<file path="src/rtl/phase_attention_4n.sv">
// Four integrate-and-fire neurons framed by a shared 256-step phase counter;
// pairwise phase distances become relevance/coincidence, and the best pair is selected.
module pa_neuron #(
  parameter logic [7:0] THRESHOLD = 8'd200
) (
  input  logic       clk,
  input  logic       rst_n,
  input  logic [7:0] gphase,
  input  logic [7:0] cur,
  output logic [7:0] phase,
  output logic       fired
);
  logic [7:0] membrane;
  logic [8:0] m;

  assign m = {1'b0, membrane} + {1'b0, cur};

  always_ff @(posedge clk or negedge rst_n) begin
    if (!rst_n) begin
      membrane <= '0;
      phase    <= 8'hFF;
      fired    <= 1'b0;
    end else if (gphase == 8'hFF) begin
      membrane <= '0;
      phase    <= 8'hFF;
      fired    <= 1'b0;
    end else if (!fired) begin
      if (m >= {1'b0, THRESHOLD}) begin
        fired    <= 1'b1;
        phase    <= gphase + 8'd1;
        membrane <= '0;
      end else begin
        // m < THRESHOLD <= 255 here, so the upper bit is zero
        membrane <= m[7:0];
      end
    end
  end
endmodule

module phase_attention_4n #(
  parameter logic [7:0] THRESHOLD = 8'd200,
  parameter logic [7:0] PHASE_TOL = 8'd15
) (
  input  logic       clk,
  input  logic       rst_n,
  input  logic [7:0] cur_a,
  input  logic [7:0] cur_b,
  input  logic [7:0] cur_c,
  input  logic [7:0] cur_d,
  output logic [7:0] phase_a,
  output logic [7:0] phase_b,
  output logic [7:0] phase_c,
  output logic [7:0] phase_d,
  output logic       fired_a,
  output logic       fired_b,
  output logic       fired_c,
  output logic       fired_d,
  output logic [7:0] rel_ab,
  output logic [7:0] rel_ac,
  output logic [7:0] rel_ad,
  output logic [7:0] rel_bc,
  output logic [7:0] rel_bd,
  output logic [7:0] rel_cd,
  output logic       coin_ab,
  output logic       coin_ac,
  output logic       coin_ad,
  output logic       coin_bc,
  output logic       coin_bd,
  output logic       coin_cd,
  output logic [2:0] winner,
  output logic [7:0] winner_rel
);
  localparam int NUM_N = 4;
  localparam int NUM_P = 6;

  logic [7:0]             gphase;
  logic [NUM_N-1:0][7:0]  cur;
  logic [NUM_N-1:0][7:0]  phase;
  logic [NUM_N-1:0]       fired;
  logic [NUM_P-1:0][7:0]  rel_c, rel_q;
  logic [NUM_P-1:0]       coin_c, coin_q;
  logic [2:0]             win_c;
  logic [7:0]             wrel_c;

  assign cur = {cur_d, cur_c, cur_b, cur_a};

  always_ff @(posedge clk or negedge rst_n) begin
    if (!rst_n) gphase <= '0;
    else        gphase <= gphase + 8'd1;
  end

  for (genvar n = 0; n < NUM_N; n++) begin : g_neuron
    pa_neuron #(.THRESHOLD(THRESHOLD)) u_neuron (
      .clk   (clk),
      .rst_n (rst_n),
      .gphase(gphase),
      .cur   (cur[n]),
      .phase (phase[n]),
      .fired (fired[n])
    );
  end

  // Pair p maps to (PX,PY) in order AB,AC,AD,BC,BD,CD
  for (genvar p = 0; p < NUM_P; p++) begin : g_pair
    localparam int PX = (p < 3) ? 0 : (p < 5) ? 1 : 2;
    localparam int PY = (p < 3) ? p + 1 : (p < 5) ? p - 1 : 3;
    logic [7:0] d;
    logic [9:0] d4, r10;

    assign d   = (phase[PX] >= phase[PY]) ? phase[PX] - phase[PY] : phase[PY] - phase[PX];
    assign d4  = {d, 2'b00};
    assign r10 = 10'd255 - d4;

    always_comb begin
      rel_c[p]  = '0;
      coin_c[p] = 1'b0;
      if (fired[PX] && fired[PY]) begin
        rel_c[p]  = (d4 > 10'd255) ? 8'd0 : r10[7:0];
        coin_c[p] = (d <= PHASE_TOL);
      end
    end
  end

  always_comb begin
    win_c  = '0;
    wrel_c = rel_c[0];
    for (int i = 1; i < NUM_P; i++) begin
      if (rel_c[i] > wrel_c) begin
        wrel_c = rel_c[i];
        win_c  = 3'(i);
      end
    end
  end

  always_ff @(posedge clk or negedge rst_n) begin
    if (!rst_n) begin
      rel_q      <= '0;
      coin_q     <= '0;
      winner     <= '0;
      winner_rel <= '0;
    end else begin
      rel_q      <= rel_c;
      coin_q     <= coin_c;
      winner     <= win_c;
      winner_rel <= wrel_c;
    end
  end

  assign {phase_d, phase_c, phase_b, phase_a} = phase;
  assign {fired_d, fired_c, fired_b, fired_a} = fired;
  assign {rel_cd, rel_bd, rel_bc, rel_ad, rel_ac, rel_ab} = rel_q;
  assign {coin_cd, coin_bd, coin_bc, coin_ad, coin_ac, coin_ab} = coin_q;
endmodule

</file>
<file path="config.mk">
export PLATFORM = sky130hd
export DESIGN_NAME = phase_attention_4n
export DESIGN_NICKNAME = d
export VERILOG_FILES = /design/src/rtl/phase_attention_4n.sv
export SDC_FILE = /design/constraint.sdc
export NUM_CORES = 1
export LEC_CHECK = 0
export ABC_AREA = 1
export CAP_MARGIN = 10
export CORE_ASPECT_RATIO = 0.8
export CORE_MARGIN = 5
export CORE_UTILIZATION = 57
export DETAILED_ROUTE_END_ITERATION = 16
export PLACE_DENSITY = 0.82
export SLEW_MARGIN = 30
export SYNTH_ARGS = -nofsm -noshare
export SYNTH_HDL_FRONTEND = slang
export SYNTH_HIERARCHICAL = 1
export SYNTH_SLANG_ARGS = --single-unit
</file>
<file path="constraint.sdc">
create_clock -name clk -period 12.3 [get_ports clk]
set_input_delay 2.46 -clock clk [delete_from_list [all_inputs] [get_ports clk]]
set_output_delay 2.46 -clock clk [all_outputs]
set_load 0.005 [all_outputs]
</file>
==> results of run 1 <==
==> through the flow <==
stage,cells,hold WS (ns),setup WS (ns),utilization
2_1_floorplan,1751,0.457,3.69,-
3_3_place_gp,2159,0.467,2.89,0.640
3_5_place_dp,2159,0.466,2.67,0.640
4_1_cts,2191,0.476,2.60,0.668
5_1_grt,2191,0.505,1.49,0.669
6_report,2191,0.473,2.56,0.669
==> layout by cell type (no fill, tap or decap), types with 5 or more instances in the layout <==
cell type / count
clkbuf_16: 17
o21ai_2: 10
a21oi_1: 71
dfstp_2: 32
nand2_2: 31
o21ai_0: 72
xor2_1: 33
mux2i_1: 5
a211oi_1: 8
clkdlybuf4s50_1: 133
nor2_1: 100
o211ai_1: 5
nand2_1: 514
ha_1: 155
o21ai_1: 19
nand3_2: 18
dfrtp_1: 102
fa_1: 16
xnor2_1: 8
inv_1: 229
nand3b_1: 12
nor3_4: 5
a21oi_2: 7
a31oi_1: 5
nand2_4: 8
nand4_1: 16
or2_2: 14
nor2_4: 6
clkinv_1: 6
nand3_1: 150
nand3_4: 9
nor3_1: 12
==> worst max-delay path, delay by kind of cell, from the launching register on <==
family	cells	cell delay, ns
simple gates	31	3.83
fa+ha+maj	6	2.09
compound gates	8	1.76
buf+inv	7	1.24
flops	1	0.66
==> metal layers <==
layer	wire [microns]	track usage	vias to the layer above
met2	15400	0.435	384
met3	2310	0.0450	55
met1	16700	0.402	5501
met4	710	0.0806	2
met5	12	0	-
li1	-	-	5919
==> how the worst min path moves through the flow <==
stage                                           from                          endpoint  slack, ns
finish                 g_neuron[3].u_neuron/phase[7]     g_neuron[3].u_neuron/phase[7]       0.47
global route           g_neuron[3].u_neuron/phase[7]     g_neuron[3].u_neuron/phase[7]       0.51
floorplan           g_neuron[0].u_neuron/membrane[0]  g_neuron[0].u_neuron/membrane[0]       0.46
global placement    g_neuron[3].u_neuron/membrane[7]  g_neuron[3].u_neuron/membrane[7]       0.47
detailed placement     g_neuron[3].u_neuron/phase[7]     g_neuron[3].u_neuron/phase[7]       0.47
CTS                    g_neuron[3].u_neuron/phase[7]     g_neuron[3].u_neuron/phase[7]       0.48
==> state kept, by name (all words and copies together), names as in the netlist <==
register / flops
rel_bc: 7
rel_cd: 7
g_neuron.u_neuron/fired: 4
winner_rel: 7
coin_q: 6
rel_ac: 7
rel_ad: 7
g_neuron.u_neuron/membrane: 32
rel_bd: 7
rel_ab: 7
g_neuron.u_neuron/phase: 32
winner: 3
gphase: 8
==> logic make-up after synthesis <==
logic type                 after synthesis
buffers and inverters                  277
AOI/OAI and AO/OA                      214
and+or+nand+nor                        907
xor gates and xnor gates                41
muxes                                    7
DFF                                    134
adders and majority gates              171
==> cell type report <==
type                    count  area [sq um]  area share
inverters                 243           925      0.0621
repair buffers            136          1360      0.0915
flip-flops and latches    134          3390       0.228
well taps                 306           383      0.0257
multi-input cells        1340          8180       0.550
clock buffers              21           460      0.0309
clock inverters            11           175      0.0118
==> power groups by stage <==
stage / sequential, uW / combinational [uW] / clock (uW)
floorplan: 449 / 49.4 / 0
global placement: 449 / 75.0 / 0
detailed placement: 449 / 76.7 / 0
CTS: 441 / 77.0 / 564
global route: 441 / 87.6 / 584
finish: 441 / 76.7 / 554
==> impl_metrics.yaml, run 1 <==
clocking:
  insertion_delay_ns: 0.43
  cts_htree_levels: 4
  post_cts.resized_instances: 0
  cts.path.max_buffers: 2
  clock_sinks: 134
  cts_inserted_buffers: 17
  cts_tree: "done"
  cts_setup_buffers: 0
  cts_root_buffer: "clkbuf_16"
  ctsHoldBuffers: 0
  worst_setup_hold_path_clk_slew_ns: 0.06
power_and_ir_drop:
  power.sequential.fraction: 0.412
  internal_power_uw: 821
  report.power.total_uw: 1070
  combinationalPowerShare: 0.071
  share_clk_of_total_power: 0.517
  peakVddDrop_mv: 0.0677
  power.leakage_uw: 0.00771
  net_switching_power_figure_uw: 251
  switching_share: 0.234
  p_per_area_nw_per_um2: 72.1
critical_path:
  worstReg2RegStart: "g_neuron[2].u_neuron/phase[1]"
  setup_crit_end_kind: "flip-flop"
  slowest_cell_on_the_critical_path: "dfstp_2"
  worst_setup_path_startpoint: "g_neuron[2].u_neuron/phase[1]"
  critical_path_start_end_classification: "reg2reg"
  worst_path_max_fanout: 14
  worstSetupStartpointType: "flip-flop"
  required_ns: 12.61
  worst_reg2reg_setup_slack_ns: 2.56
  worst_r2r_path_depth: 52
  critical_path_arrival_ns: 10.05
  setup.worst_path.end: "winner_rel[5]"
  cpMostUsedCell: "nand2_1"
  crit-reg2reg-capture: "winner_rel[5]"
  max_stage_delay_ns: 0.66
route:
  drt_first_pass_iters: 6
  wl_microns: 35100
  remaining_drc_errors: 0
  average_vias_per_placed_instance: 5.41
  detail_route.iter0.violations: 1107
  wire_per_inst_microns: 16.0
  num_vias: 11900
  drt.antenna.violating_nets: 0
worst_hold_path:
  hold_path_class: "reg2reg"
  holdPathStages: 2
yosys:
  synth.avg_cell_area_sq_um: 7.28
  synth_top_cell_by_area: "dfrtp_1"
  synth_top_area_share: 0.200
  combinational_family_with_the_most_area_after_synthesis: "simple AND/OR/NAND/NOR gates"
  library_cell_with_the_highest_instance_count_after_synthesis: "nand2_1"
  synth_cells: 1751
  post_synthesis_register_bit_count: 134
  sequential_share_of_the_synthesized_area: 0.266
  netlist_top_cells_count: "nand2_1 (514), inv_1 (229), ha_1 (155)"
  synthXorXnorAreaFrac: 0.0282
  synth.yosys.warnings: 6
  ys_types: 54
  synthTopCellsByArea: "dfrtp_1 (20%), ha_1 (15%), nand2_1 (15%), inv_1 (6.7%), dfstp_2 (6.6%)"
  basic_gate_share_of_the_synthesized_area_counting_and_or_nand_and_nor_cells: 0.334
  syn_nets: 1956
  yosys_most_used_dff: "dfrtp_1"
  yosys-mux-area-fraction: 0.00569
  async_flop_share: 1.00
  yosys.area_share.adder: 0.177
  count_of_flip_flops_with_a_built_in_enable_after_synthesis: 0
  synth.cell_area_sq_um: 12700
  compound_cell_area_share_of_the_yosys_netlist: 0.0964
place:
  finalWeightedCongestion: 0.983
  place.port_buffers: 134
  dpl_cell_area_sq_um: 14200
  detailedPlacementHpwl_microns: 28200
grt:
  first_global_vias: 11100
  grt_pass1_wl_microns: 56800
  grt_antenna_before_repair: 1
  global_route_usage_over_all_layers: 0.278
  globalRouteOverflowTotal: 0
  grt_start_max_net_pins: 69
sta:
  finalMaxSlewViolations: 0
  setup_viol: 0
  worstMarginPinSlew_ns: 0.756
  finalSetupTns_ns: 0
  timing.final.crit_share: 0.792
  fmax_mhz: 103
  minimum_clock_period_ns: 9.74
  final_hold_viol_count: 0
  skew_ns: 0.00991
  rsz0062_at_grt: "false"
  max-slew-margin-rel: 0.496
floorplan:
  die_area_sq_um: 25500
  die_width_microns: 177
  start_util: 0.573
  fp.coreArea_sq_um: 22300
  chipHeight_microns: 144
  fp-row-count: 49
  floorplan.io_pins: 135
finish:
  postLayoutCellArea_sq_um: 14900
  antennaDiodeCount: 0
  syn_to_layout_area_delta_pct: 16.8
  num-fill-cells: 1940
  layout-drive-gt1-share: 0.100
  design.final.nets: 2077
status:
  status: "finished clean"
flow_run:
  max-cap-violations: 0
Power figures use the tool's default switching activity.
==> run 2: changes to the inputs <==
==> constraint.sdc (replaced) <==
create_clock -name clk -period 10.2 [get_ports clk]
set_input_delay 2.04 -clock clk [delete_from_list [all_inputs] [get_ports clk]]
set_output_delay 2.04 -clock clk [all_outputs]
set_load 0.005 [all_outputs]
==> run 2 against run 1 <==
- global-route usage hardly changed
- combinational power is 20% higher
- routed wire length is 0.66% lower
- clock skew is 0.0019 ns higher
- largest power group unchanged
- critical path type unchanged
==> impl_metrics.yaml, run 2 (synthesized netlist as in run 1, its figures left out) <==
status:
  status: "finished clean"
clocking:
  cts_htree_levels: 4
  cts.path.max_buffers: 2
  worst_setup_hold_path_clk_slew_ns: 0.06
  cts_inserted_buffers: 17
  clock_sinks: 134
  cts_setup_buffers: 0
  insertion_delay_ns: 0.43
  cts_tree: "done"
  cts_root_buffer: "clkbuf_16"
route:
  detail_route.iter0.violations: 980
  drt.antenna.violating_nets: 0
  num_vias: 12000
  average_vias_per_placed_instance: 5.46
  wl_microns: 34900
  wire_per_inst_microns: 15.9
  drt_first_pass_iters: 8
  remaining_drc_errors: 0
finish:
  postLayoutCellArea_sq_um: 14800
  biggestRegsByFlops: "g_neuron.u_neuron/membrane x32, g_neuron.u_neuron/phase x32, gphase x8"
  design.final.nets: 2077
  finish.utilization: 0.667
  syn_to_layout_area_delta_pct: 16.5
  layout_common_cells: "nand2_1 (514), inv_1 (229), ha_1 (155)"
  layout.cells.most_common: "nand2_1"
  layout-drive-gt1-share: 0.102
  antennaDiodeCount: 0
grt:
  grt_pass1_wl_microns: 57000
  grt_antenna_before_repair: 0
  globalRouteOverflowTotal: 0
  globalRouteMet2Util: 0.437
  grtUsageMet3: 0.0597
  top_usage_layer: "met2"
  global_route_usage_over_all_layers: 0.278
  gr-usage-met1: 0.387
  first_global_vias: 11300
  grt_start_max_net_pins: 71
floorplan:
  floorplan.io_pins: 135
  chipHeight_microns: 144
  die_area_sq_um: 25500
  start_util: 0.573
  fp.coreArea_sq_um: 22300
  fp-row-count: 49
  die_width_microns: 177
sta:
  fin_hold_ws_ns: 0.484
  final_hold_viol_count: 0
  post_route_worst_setup_slack_ns: 0.865
  setup_viol: 0
  fmax_mhz: 107
  max-slew-margin-rel: 0.510
  rsz0062_at_grt: "false"
  worstMarginPinSlew_ns: 0.735
  timing.final.crit_share: 0.915
  skew_ns: 0.0118
  finalSetupTns_ns: 0
  finalMaxSlewViolations: 0
  minimum_clock_period_ns: 9.34
critical_path:
  worstReg2RegStart: "g_neuron[2].u_neuron/phase[1]"
  required_ns: 10.51
  worst_r2r_path_depth: 53
  crit-reg2reg-capture: "winner[1]"
  cpMostUsedCell: "nand2_1"
  critical_path_start_end_classification: "reg2reg"
  worst_reg2reg_setup_slack_ns: 0.86
  critical_path_arrival_ns: 9.64
  worst_path_max_fanout: 14
  setup_crit_end_kind: "flip-flop"
  slowest_cell_on_the_critical_path: "dfstp_2"
  max_stage_delay_ns: 0.68
  worstSetupStartpointType: "flip-flop"
worst_hold_path:
  holdCritStartpoint: "g_neuron[3].u_neuron/phase[7]"
  hold_path_class: "reg2reg"
  holdPathEnd: "g_neuron[3].u_neuron/phase[7]"
  holdPathStages: 2
place:
  place.port_buffers: 134
  preCtsSetupSlack_ns: 0.600
  dpl_cell_area_sq_um: 14200
  finalWeightedCongestion: 0.996
  detailedPlacementHpwl_microns: 28000
flow_run:
  max-cap-violations: 0
power_and_ir_drop:
  power.leakage_uw: 0.00768
  p_per_area_nw_per_um2: 83.8
  peakVddDrop_mv: 0.0729
## run 2: cell types whose count changed in the layout (fill, tap and decap cells not counted), sizes merged
cell,previous run,this run
inv,237,238
clkinv,11,10
clkinvlp,2,4
bufinv,4,2
## run 2: cell type report
| class | instances | area, sq um |
|---|---|---|
| clock buffers | 21 | 460 |
| clock inverters | 11 | 126 |
| fillers | 1942 | 7410 |
| inverters | 243 | 925 |
| multi-input cells | 1340 | 8200 |
| flip-flops and latches | 134 | 3390 |
| well taps | 306 | 383 |
| repair buffers | 136 | 1360 |
## run 2: critical path, delay by kind of cell (launching register included)
family	cells	cell delay, ns
and+or+nand+nor	29	3.57
adders and majority gates	6	2.10
AOI/OAI and AO/OA	10	1.65
buffers and inverters	7	0.93
DFF	1	0.68
xor gates and xnor gates	1	0.27
## run 2: per-stage QoR
stage,cells,power (uW)
after detailed placement,2159,634
after global placement,2159,632
final,2191,1240
after floorplan,1751,601
after global routing,2191,1290
after CTS,2191,1250
## run 2: report_power, final
| group | internal, uW | total (uW) | switching (uW) |
|---|---|---|---|
| clock network | 373 | 619 | 246 |
| logic | 34.7 | 92.3 | 57.5 |
| registers | 532 | 532 | 0 |
| total | 940 | 1240 | 304 |
## run 2: what timing repair did
| action | CTS | global route |
|---|---|---|
| hold buffers | 0 | 0 |
| gates resized for setup | 0 | 3 |
| setup endpoints to repair | 0 | 10 |
## run 2: how the worst max path moves through the flow
| stage | start | endpoint | slack, ns |
|---|---|---|---|
| CTS | g_neuron[2].u_neuron/phase[1] | winner_rel[5] | 0.48 |
| finish | g_neuron[2].u_neuron/phase[1] | winner[1] | 0.86 |
| global placement | g_neuron[2].u_neuron/phase[1] | winner_rel[1] | 0.83 |
| detailed placement | g_neuron[2].u_neuron/phase[1] | winner_rel[7] | 0.60 |
| global route | g_neuron[2].u_neuron/phase[1] | winner_rel[1] | 0.06 |
| floorplan | g_neuron[1].u_neuron/phase[1] | winner_rel[1] | 1.59 |
## run 2: metal layers
metal / vias to the layer above / share of wire
met5: - / 0
met4: 0 / 0.026
met3: 62 / 0.077
met2: 437 / 0.44
met1: 5534 / 0.46
li1: 5927 / -
